## src/rtl/ste_shift_ctrl_if.sv

```systemverilog
// Handshake/control bundle between the frame source, ste_shift_ctrl and the downstream shift register.
// master = word source / observer, slave = ste_shift_ctrl.
`timescale 1ns/1ps
interface ste_shift_ctrl_if #(
    parameter int SHIFT_W = 16,
    parameter int DIV_W   = 8
);
    localparam int CNT_W = $clog2(SHIFT_W + 1);

    logic [SHIFT_W-1:0] tx_data_i;
    logic               tx_valid_i;
    logic               tx_ready_o;
    logic [DIV_W-1:0]   div_i;
    logic               abort_i;
    logic [SHIFT_W-1:0] din_parallel_o;
    logic               shift_ld_o;
    logic               shift_en_o;
    logic               shift_clr_o;
    logic               busy_o;
    logic               done_o;
    logic [CNT_W-1:0]   bit_cnt_o;

    modport master (
        output tx_data_i, tx_valid_i, div_i, abort_i,
        input  tx_ready_o, din_parallel_o, shift_ld_o, shift_en_o,
               shift_clr_o, busy_o, done_o, bit_cnt_o
    );

    modport slave (
        input  tx_data_i, tx_valid_i, div_i, abort_i,
        output tx_ready_o, din_parallel_o, shift_ld_o, shift_en_o,
               shift_clr_o, busy_o, done_o, bit_cnt_o
    );
endinterface

```

## src/rtl/ste_shift_ctrl.sv

```systemverilog
// Frame sequencer driving load/shift/clear strobes of ste_shift_reg: one load, then SHIFT_W shift pulses.
// Optional STE_SHIFT_CTRL_BACK2BACK_EN: accept the next word while in DONE.
`timescale 1ns/1ps
module ste_shift_ctrl #(
    parameter int SHIFT_W = 16,
    parameter int DIV_W   = 8
) (
    input logic           clk,
    input logic           reset_i,
    ste_shift_ctrl_if.slave bus
);
    localparam int CNT_W = $clog2(SHIFT_W + 1);
    localparam logic [CNT_W-1:0] LAST_BIT = CNT_W'(SHIFT_W - 1);

    typedef enum logic [2:0] {
        S_IDLE,
        S_LOAD,
        S_SHIFT,
        S_DONE,
        S_CLEAR
    } state_t;

    state_t             state_q, state_d;
    logic [SHIFT_W-1:0] din_q, din_d;
    logic [DIV_W-1:0]   div_q, div_d;
    logic [DIV_W-1:0]   div_cnt_q, div_cnt_d;
    logic [CNT_W-1:0]   bit_cnt_q, bit_cnt_d;

    logic tx_ready;
    logic accept;
    logic tick;

    always_comb begin
        tx_ready = (state_q == S_IDLE);
`ifdef STE_SHIFT_CTRL_BACK2BACK_EN
        // Abort in DONE wins over a new handshake.
        if (state_q == S_DONE && !bus.abort_i) begin
            tx_ready = 1'b1;
        end
`endif
    end

    assign accept = bus.tx_valid_i && tx_ready;
    assign tick   = (div_cnt_q == div_q);

    always_comb begin
        state_d   = state_q;
        din_d     = din_q;
        div_d     = div_q;
        div_cnt_d = div_cnt_q;
        bit_cnt_d = bit_cnt_q;
        case (state_q)
            S_IDLE: begin
                if (accept) begin
                    din_d   = bus.tx_data_i;
                    div_d   = bus.div_i;
                    state_d = S_LOAD;
                end
            end
            S_LOAD: begin
                div_cnt_d = '0;
                bit_cnt_d = '0;
                state_d   = bus.abort_i ? S_CLEAR : S_SHIFT;
            end
            S_SHIFT: begin
                if (bus.abort_i) begin
                    state_d = S_CLEAR;
                end else if (tick) begin
                    div_cnt_d = '0;
                    bit_cnt_d = bit_cnt_q + CNT_W'(1);
                    if (bit_cnt_q == LAST_BIT) begin
                        state_d = S_DONE;
                    end
                end else begin
                    div_cnt_d = div_cnt_q + DIV_W'(1);
                end
            end
            S_DONE: begin
                if (bus.abort_i) begin
                    state_d = S_CLEAR;
                end else if (accept) begin
                    din_d   = bus.tx_data_i;
                    div_d   = bus.div_i;
                    state_d = S_LOAD;
                end else begin
                    state_d = S_IDLE;
                end
            end
            S_CLEAR: begin
                state_d = S_IDLE;
            end
            default: begin
                state_d = S_IDLE;
            end
        endcase
    end

    always_ff @(posedge clk or posedge reset_i) begin
        if (reset_i) begin
            state_q   <= S_IDLE;
            din_q     <= '0;
            div_q     <= '0;
            div_cnt_q <= '0;
            bit_cnt_q <= '0;
        end else begin
            state_q   <= state_d;
            din_q     <= din_d;
            div_q     <= div_d;
            div_cnt_q <= div_cnt_d;
            bit_cnt_q <= bit_cnt_d;
        end
    end

    // Strobes decode from registered state; abort only masks shift/done in its own cycle.
    assign bus.tx_ready_o     = tx_ready;
    assign bus.din_parallel_o = din_q;
    assign bus.shift_ld_o     = (state_q == S_LOAD);
    assign bus.shift_en_o     = (state_q == S_SHIFT) && tick && !bus.abort_i;
    assign bus.shift_clr_o    = (state_q == S_CLEAR);
    assign bus.busy_o         = (state_q != S_IDLE);
    assign bus.done_o         = (state_q == S_DONE) && !bus.abort_i;
    assign bus.bit_cnt_o      = bit_cnt_q;
endmodule

```

## src/flat_wrapper.sv

```systemverilog
// flat-port wrapper written by rule: the top's interface ports become plain ports
module ste_shift_ctrl_flat 
#(
    parameter int SHIFT_W = 16,
    parameter int DIV_W   = 8
)
  (clk, reset_i, bus_tx_data_i, bus_tx_valid_i, bus_div_i, bus_abort_i, bus_tx_ready_o, bus_din_parallel_o, bus_shift_ld_o, bus_shift_en_o, bus_shift_clr_o, bus_busy_o, bus_done_o, bus_bit_cnt_o);
  ste_shift_ctrl_if #(.SHIFT_W(SHIFT_W), .DIV_W(DIV_W)) bus_i ();
  input logic clk;
  input logic reset_i;
  input wire logic [$bits(bus_i.tx_data_i)-1:0] bus_tx_data_i;
  input wire logic [$bits(bus_i.tx_valid_i)-1:0] bus_tx_valid_i;
  input wire logic [$bits(bus_i.div_i)-1:0] bus_div_i;
  input wire logic [$bits(bus_i.abort_i)-1:0] bus_abort_i;
  output wire logic [$bits(bus_i.tx_ready_o)-1:0] bus_tx_ready_o;
  output wire logic [$bits(bus_i.din_parallel_o)-1:0] bus_din_parallel_o;
  output wire logic [$bits(bus_i.shift_ld_o)-1:0] bus_shift_ld_o;
  output wire logic [$bits(bus_i.shift_en_o)-1:0] bus_shift_en_o;
  output wire logic [$bits(bus_i.shift_clr_o)-1:0] bus_shift_clr_o;
  output wire logic [$bits(bus_i.busy_o)-1:0] bus_busy_o;
  output wire logic [$bits(bus_i.done_o)-1:0] bus_done_o;
  output wire logic [$bits(bus_i.bit_cnt_o)-1:0] bus_bit_cnt_o;
  assign bus_i.tx_data_i = bus_tx_data_i;
  assign bus_i.tx_valid_i = bus_tx_valid_i;
  assign bus_i.div_i = bus_div_i;
  assign bus_i.abort_i = bus_abort_i;
  assign bus_tx_ready_o = bus_i.tx_ready_o;
  assign bus_din_parallel_o = bus_i.din_parallel_o;
  assign bus_shift_ld_o = bus_i.shift_ld_o;
  assign bus_shift_en_o = bus_i.shift_en_o;
  assign bus_shift_clr_o = bus_i.shift_clr_o;
  assign bus_busy_o = bus_i.busy_o;
  assign bus_done_o = bus_i.done_o;
  assign bus_bit_cnt_o = bus_i.bit_cnt_o;
  ste_shift_ctrl #(.SHIFT_W(SHIFT_W), .DIV_W(DIV_W)) u_core (.clk(clk), .reset_i(reset_i), .bus(bus_i));
endmodule
```

## config.mk

```make
export PLATFORM = sky130hd
export DESIGN_NAME = ste_shift_ctrl_flat
export DESIGN_NICKNAME = d
export VERILOG_FILES = /design/src/rtl/ste_shift_ctrl_if.sv /design/src/rtl/ste_shift_ctrl.sv /design/src/flat_wrapper.sv
export SDC_FILE = /design/constraint.sdc
export NUM_CORES = 1
export LEC_CHECK = 0
export ABC_CLOCK_PERIOD_IN_PS = 2300
export CAP_MARGIN = 20
export CORE_MARGIN = 2
export CORE_UTILIZATION = 45
export CTS_CLUSTER_SIZE = 20
export DETAILED_ROUTE_END_ITERATION = 16
export GPL_TIMING_DRIVEN = 0
export PLACE_DENSITY_LB_ADDON = 0.05
export SETUP_SLACK_MARGIN = 0.02
export SLEW_MARGIN = 20
export SYNTH_ARGS = -nofsm -noshare
export SYNTH_HDL_FRONTEND = slang
export SYNTH_SLANG_ARGS = --single-unit
```

## constraint.sdc

```tcl
create_clock -name clk -period 2.3 [get_ports clk]
set_input_delay 0.46 -clock clk [delete_from_list [all_inputs] [get_ports clk]]
set_output_delay 0.46 -clock clk [all_outputs]
set_load 0.005 [all_outputs]
```

==> out/summary.md, run 1 <==
The run finished with clean final reports. Reported leakage power: 0.00121 uW. The wire length of the first global-routing pass was 7290 um. The endpoint identified for the worst register-to-register timing path is u_core.bus.din_parallel_o[8]$_DFFE_PP0P_. The largest net degree at the start of global routing is 28, and the mean routed wirelength per cell is 15.7 um. In this run the vertical extent of the chip is 69.6 um. The post-route core utilization is 0.703.

The run gives 1.72 ns as the data arrival at the endpoint of the critical path. The share of layout cells above drive strength 1 is 0.311, and the clock latency on the worst-skew pair is 0.29 ns. The count of endpoints failing hold in the final timing report was 0; the count of flip-flops with a built-in enable after synthesis was 0. The tools report the clock tree root driver cell as clkbuf_8.

For flop-to-flop paths, the worst setup slack is 0.43 ns. The final worst hold slack is 0.435 ns, and the count of unresolved DRC violations after routing is 0. TritonCTS built the clock tree. The design draws 3420 uW. The number of buffers on the longest clock path is 2, and the portion of the post-synthesis area used by sequential elements is 0.517. The total global-route track usage was 0.192; the largest fanout of any net on the critical path was 10. The die covers 4840 um^2. The floorplan step set the die width to 69.6 um. Synthesis produced a netlist whose cell count is 153. For the final weighted congestion of routability-driven global placement, the log shows 0.818.

The post-route clock period utilization was 0.946; the sum of net half-perimeters after detailed placement was 3030 um. The synthesized design contains 40 register bits. The critical path ends at bus_tx_ready_o. The synthesized area per cell was 12.7 um^2.

Counting distinct cell types in the post-synthesis netlist gives 39. For this run, the leading register cell type out of synthesis is dfrtp_1. Derived from the worst setup path, the maximum achievable clock frequency is 0.460 GHz. Port buffering added 54 buffers. In this run the critical register-to-register path is launched from u_core.state_q[0]$_DFFE_PP0P_. The worst slew margin relative to its limit is 0.645. Together, buffers and inverters on the worst path number 2. The H-tree generated during clock tree synthesis spans 2 levels. The logs give 0 for the max-slew violation count and 1,422 for the via count.

The floorplan has 23 rows. The smallest clock period supported by the final layout is computed as 2.18 ns. The via-per-instance ratio came out at 5.23.

55 I/O pins were placed. The final layout contains 252 nets. The power per cell area was 1200 nW/um^2. For the worst setup path, the data required time is 1.84 ns. Antenna diode count: 0. Across the run, the number of max-cap violations was 0.

Setup repair after global routing left no endpoint under its margin. The number of nets handed over by synthesis was 184. In this run the worst setup path begins at u_core.state_q[0]$_DFFE_PP0P_. Effective utilization at floorplan: 0.477. The largest voltage drop on the vdd net was 800 uV. The via count of the first global-routing pass is 1,618. The cell family contributing the most delay on the critical path is buffers and inverters.

STA classifies the critical path startpoint as a flop. The TritonCTS sink count was 40. The proportion of synthesized flip-flops having asynchronous set or reset was 1.00. The worst setup path is of the flop to primary output kind. The cell area after technology mapping is 1940 um^2.

The endpoint type of the worst setup path was a primary output. The path class of the tightest hold or removal check is input pin to asynchronous set/reset pin. In this design, the stage delay of the slowest critical-path cell is 0.57 ns. The cell type of the slowest stage on the worst timing path was clkdlybuf4s50_1. Walking the worst path, the cells encountered are buf_6 -> nor3_1 -> clkdlybuf4s50_1. The number of synthesis warnings was 0; the area of the core was 4060 um^2. Once detail routing completed, the nets flagged for antenna violations numbered 0. The tools report the number of search-and-repair iterations in the first detailed-routing pass as 4. For the number of DRC violations after detailed-routing iteration 0, the log shows 74.

In the final timing run, aggregate negative setup slack is 0 ns. Global routing finished with a remaining overflow of 0. For this design, the CTS-stage hold fixing added 0 buffers.

For the initial antenna violation count, the log shows 0. Setup violations remaining at the end of the flow were counted as 0. Clock tree synthesis inserted a total of 5 buffers.

Compared with the post-synthesis result, the final layout area differs by 47.2%. Clock transition at the registers of the reported paths: 0.08 ns. For the pin with the worst max-slew slack, the measured transition is 0.531 ns. For the setup clock skew after layout, the log shows 0.00599 ns. The final wirelength was 4260 um; the critical path depth was 3. The worst-case reg-to-reg path depth was 6.
through the flow:
step	instance area [um^2]	worst slack, ns	cells
after floorplan	1940	0.605	153
after global placement	2540	-0.563	257
after detailed placement	2560	-0.572	258
after CTS	2850	0.0205	272
after global routing	2850	0.0384	272
final	2850	0.125	272
final cells by class:
| type | instances | area [um^2] |
|---|---|---|
| buffer | 6 | 52.6 |
| multi-input combinational | 101 | 942 |
| timing repair buffer | 61 | 606 |
| fill | 273 | 1210 |
| sequential | 40 | 1000 |
| clock inverter | 3 | 90.1 |
| tap | 50 | 62.6 |
| clock buffer | 5 | 68.8 |
| inverter | 6 | 25.0 |
power breakdown:
group / leakage, uW / internal, uW / switching (uW)
clock network: 0.0000784 / 543 / 245
registers: 0.000496 / 956 / 166
logic: 0.000637 / 930 / 584
total: 0.00121 / 2430 / 995
registers in the layout (all words and copies together), names as in the netlist:
register,count
u_core.bus.bit_cnt_o,5
u_core.bus.din_parallel_o,16
u_core.div_cnt_q,8
u_core.div_q,8
u_core.state_q,3
worst register-to-register path: stages, from the launching register on:
cell and delay [ns]:
dfrtp_1 0.38, buf_6 0.14, nor3_1 0.33, and2_1 0.18, buf_4 0.15, buf_4 0.20, mux2_2 0.36
what timing repair did:
item | in CTS | in global routing
endpoints found under the setup margin | 3 | 1
resized for setup | 21 | 1
buffers inserted | 6 | 0
pin swaps | 10 | 1
cells by family after synthesis:
kind of cell	count (synthesis)	share of synthesized area
xor gates and xnor gates	15	0.0678
and+or+nand+nor	43	0.138
buffers and inverters	12	0.0375
adders and majority gates	3	0.0194
DFF	40	0.517
AOI/OAI and AO/OA	14	0.0711
muxes	26	0.150
Yosys cell counts, types with 2 or more instances:
| library cell | number | area, um^2 |
|---|---|---|
| dfrtp_1 | 40 | 1000 |
| mux2_2 | 24 | 270 |
| xnor2_1 | 14 | 123 |
| nor2_1 | 9 | 33.8 |
| inv_1 | 6 | 22.5 |
| nand2_1 | 6 | 22.5 |
| nand3_1 | 4 | 20.0 |
| a211oi_1 | 3 | 22.5 |
| buf_4 | 3 | 22.5 |
| ha_1 | 3 | 37.5 |
| nand4_1 | 3 | 18.8 |
| and2_1 | 2 | 12.5 |
| and3_1 | 2 | 12.5 |
| and4_1 | 2 | 17.5 |
| buf_6 | 2 | 22.5 |
| mux2i_1 | 2 | 20.0 |
| nand3b_1 | 2 | 15.0 |
| nor3_1 | 2 | 10.0 |
| nor3b_1 | 2 | 15.0 |
| o31ai_1 | 2 | 15.0 |
| or3b_4 | 2 | 22.5 |
cells in the final DEF, fill, tap and decap left out, drive strengths merged, types with 2 or more instances in the layout:
master | netlist | layout
and4 | 2 | 2
or3b | 2 | 2
nand2 | 6 | 6
bufinv | 0 | 3
nand4 | 3 | 3
mux2 | 24 | 24
ha | 3 | 3
xnor2 | 14 | 14
nand3b | 2 | 2
mux2i | 2 | 2
clkbuf | 0 | 5
o31ai | 3 | 3
and3 | 2 | 2
dfrtp | 40 | 40
a211oi | 3 | 3
clkdlybuf4s50 | 0 | 51
nand3 | 4 | 4
inv | 6 | 6
nor2 | 10 | 10
nor3 | 2 | 2
dlygate4sd2 | 0 | 2
nor3b | 2 | 2
and2 | 2 | 2
buf | 6 | 13
worst min path at each step:
stage	from	end	slack, ns	cells past startpoint
finish	reset_i	u_core.bus.din_parallel_o[13]$_DFFE_PP0P_	0.44	2
global route	reset_i	u_core.bus.din_parallel_o[2]$_DFFE_PP0P_	0.44	2
CTS	reset_i	u_core.bus.din_parallel_o[0]$_DFFE_PP0P_	0.44	2
detailed placement	u_core.bus.din_parallel_o[15]$_DFFE_PP0P_	u_core.bus.din_parallel_o[15]$_DFFE_PP0P_	0.50	1
global placement	u_core.bus.din_parallel_o[11]$_DFFE_PP0P_	u_core.bus.din_parallel_o[11]$_DFFE_PP0P_	0.49	1
floorplan	u_core.div_q[0]$_DFFE_PP0P_	u_core.div_q[0]$_DFFE_PP0P_	0.50	1
per-layer routing:
metal,GRT usage,vias up,part of all wire
met5,0,-,0
met2,0.339,48,0.52
li1,-,682,-
met3,0.0785,6,0.077
met4,0.0893,0,0.017
met1,0.196,686,0.39
(Power assumes the default switching activity.)
==> run 2: changes to the inputs <==
--- a/config.mk
+++ b/config.mk
@@ -5,10 +5,10 @@
 export SDC_FILE = /design/constraint.sdc
 export NUM_CORES = 1
 export LEC_CHECK = 0
-export ABC_CLOCK_PERIOD_IN_PS = 2300
+export ABC_CLOCK_PERIOD_IN_PS = 2000
 export CAP_MARGIN = 20
 export CORE_MARGIN = 2
-export CORE_UTILIZATION = 45
+export CORE_UTILIZATION = 43
 export CTS_CLUSTER_SIZE = 20
 export DETAILED_ROUTE_END_ITERATION = 16
 export GPL_TIMING_DRIVEN = 0
==> constraint.sdc (replaced) <==
create_clock -name clk -period 2 [get_ports clk]
set_input_delay 0.4 -clock clk [delete_from_list [all_inputs] [get_ports clk]]
set_output_delay 0.4 -clock clk [all_outputs]
set_load 0.005 [all_outputs]
==> run 2 against run 1 <==
Against the previous run: total power increased by 14%; clock power decreased by 30%; hold slack better by 0.016 ns; utilization fell by 1.5 points; sequential cell count is the same; non-clock buffer count is 23 higher; combinational power is 36% higher; worst setup slack worse by 0.076 ns; cell area rose by 5.1%; critical path depth is 1 higher; die area is 4.4% higher; sequential share of layout area fell by 1.7 points; largest power group unchanged.
==> out/summary.md, run 2 (same netlist as run 1, synthesis figures left out) <==
The run gives 0 (unchanged) as the count of unresolved DRC violations after routing. Clock transition at the registers of the reported paths: 0.08 ns (about the same). The chip height came out at 71.1 um (+2.2%).

The horizontal die dimension works out to 71.1 um (+2.2%). TritonCTS built the clock tree. The number of buffers on the longest clock path was 2 (unchanged). Overflow left after global routing: 0 (unchanged). The logs give 3000 um^2 (+5.1%) for the design area and 2970 um (-2.0%) for the sum of net half-perimeters after detailed placement. Final period demand of the worst path: 1.95 ns.

The class of the worst hold path is input pin to asynchronous set/reset pin. The share of layout cells above drive strength 1 was 0.384 (+0.0729); the final weighted congestion of routability-driven global placement was 0.808 (-1.2%). The mean routed wirelength per cell was 16.6 um (+5.9%).

The number of buffer cells added on primary ports came out at 54 (unchanged). The area of the core is 4350 um^2 (+7.3%), and the floorplan die area is 5060 um^2 (+4.4%). The fmax is 0.512 GHz.

Origin of the worst setup path: u_core.state_q[2]$_DFFE_PP0P_. The tools report the clock tree root driver cell as clkbuf_8. The tools report the largest net degree at the start of global routing as 22 (-21%). For the final cell count without fillers, the log shows 297 (+9.2%). The logs give 4 (unchanged) for the number of search-and-repair iterations in the first detailed-routing pass and 0.331 (+0.003) for the part of the total power dissipated in sequential elements.

The cell-internal power is 2640 uW (+8.8%). The layout net count was 275 (+9.1%); the largest fanout of any net on the critical path was 9 (-1). The via-per-instance ratio is 5.35 (+2.4%). The critical path in this run is classified as flop to primary output.

For the total negative slack, the log shows 0 ns (unchanged). The worst setup path is launched from a flop. The instance count after placement with tap cells included came out at 260 (+0.78%).

The startpoint of the most critical register-to-register path is u_core.div_cnt_q[2]$_DFFE_PP0P_. For the via count of the first global-routing pass, the log shows 1,622 (+0.25%). The power per cell area was 1300 nW/um^2 (+8.1%); the area growth from synthesis to final layout was 54.7%. The logs give 0 (unchanged) for the setup violation total in the final timing report and 0 (unchanged) for the count of maximum capacitance violations. The run gives 4920 um (+16%) as the final wirelength. The clock latency on the worst-skew pair is 0.29 ns (about the same), and the TritonCTS sink count is 40 (unchanged). The number of flip-flops in the largest register is 16 (unchanged), and the placed standard-cell area is 2570 um^2 (+0.39%). The power spent charging and discharging nets is 1250 uW (+25%), and the post-route clock period utilization is 0.976.

Setup repair after global routing could not meet its margin everywhere. The I/O pin total came out at 55 (unchanged). The worst slew margin relative to its limit is 0.623 (-0.0221). The tools report the share of total power in the clock network as 0.142 (-0.088). For the clock buffer count from CTS, the log shows 5 (unchanged). The tools report the H-tree depth as 2 (unchanged). Count of endpoints failing hold in the final timing report: 0 (unchanged). The required time of the critical path is 1.60 ns (-0.24 ns), and the switching power as a share of total power is 0.321 (+0.0302).

For the final worst hold slack, the log shows 0.452 ns (+0.0164 ns). The post-route core utilization came out at 0.688 (-0.0145). Endpoint type of the worst setup path: a primary output. The count of fill cells added during filler insertion came out at 318 (+16%). The wire length of the first global-routing pass is 7670 um (+5.3%).

The logs give 0.0100 ns (+0.00401 ns) for the setup clock skew after layout and 772 uV (-3.5%) for the largest voltage drop on the vdd net. The reported leakage power was 0.00132 uW (+9.0%). The tools report the data arrival at the endpoint of the critical path as 1.55 ns (-0.17 ns). Via count: 1,590 (+12%).

The library cell used most frequently in the layout, excluding fill and tap cells, is clkdlybuf4s50_1. In the layout the commonest cells are clkdlybuf4s50_1 (48), dfrtp_1 (38), buf_4 (30). The run finished with clean final reports. The effective utilization at floorplan is 0.445 (-0.0325), and the worst-margin pin slew is 0.564 ns (+0.0330 ns). The tools report the max-slew violation count as 0 (unchanged). The logs give 0 (unchanged) for the antenna diode count and 0 (unchanged) for the initial antenna violation count.

The logs give 125 (+69%) for the number of DRC violations after detailed-routing iteration 0 and 0 (unchanged) for the number of nets with antenna violations after routing. The relative contribution of combinational cells to total power was 0.527 (+0.085). The floorplan row count is 24 (+4.3%), and the total global-route track usage is 0.196 (+0.00461). The run gives 0 (unchanged) as the hold buffer count at cts.
==> run 2: through the flow <==
stage | power, uW | setup slack [ns]
global placement | 2810 | -0.770
global route | 4130 | -0.0173
floorplan | 2180 | 0.305
detailed placement | 2880 | -0.782
finish | 3890 | 0.0487
CTS | 3720 | -0.177
==> run 2: layer usage <==
| metal | global-route usage | wire length, um |
|---|---|---|
| met2 | 0.351 | 2600 |
| met3 | 0.0513 | 281 |
| met1 | 0.231 | 1970 |
| met5 | 0 | 0 |
| met4 | 0.0587 | 77 |
==> run 2: final timing paths <==
path	to	slack (ns)	cells past startpoint
worst max-delay path	bus_shift_ld_o	0.05	4
worst min-delay path	u_core.state_q[0]$_DFFE_PP0P_	0.45	2
worst max register to register	u_core.bus.bit_cnt_o[0]$_DFFE_PP0P_	0.07	9
worst min register to register	u_core.bus.din_parallel_o[7]$_DFFE_PP0P_	0.51	1
max in group asynchronous	u_core.div_cnt_q[4]$_DFFE_PP0P_	1.07	3
min in group clk	u_core.bus.din_parallel_o[7]$_DFFE_PP0P_	0.51	1
==> run 2: power groups by stage <==
stage          clock [uW]  combinational, uW  sequential, uW
2_1_floorplan           0                908            1270
3_3_place_gp            0               1540            1270
3_5_place_dp            0               1580            1290
4_1_cts               563               1880            1280
5_1_grt               604               2200            1330
6_report              551               2050            1290
==> run 2: area by class of cell <==
class                   instances  area (um^2)  area share
multi-input cells             101          967       0.323
clock buffers                   8         90.1      0.0301
plain buffers                   6         56.3      0.0188
well taps                      52         65.1      0.0217
repair buffers                 84          790       0.263
inverters                       6         25.0     0.00835
flip-flops and latches         40         1000       0.335
==> run 2: timing repair <==
item | CTS | global route
buffers inserted | 19 | 14
gates resized for setup | 21 | 15
cloned | 0 | 0
endpoints found under the setup margin | 5 | 14
pin swaps | 8 | 12
==> run 2: worst max-delay path: stages, from the launching register on <==
cell and delay (ns):
dfrtp_1 0.38, buf_6 0.15, or3b_4 0.42, inv_4 0.08
dlygate4sd2_1 0.24
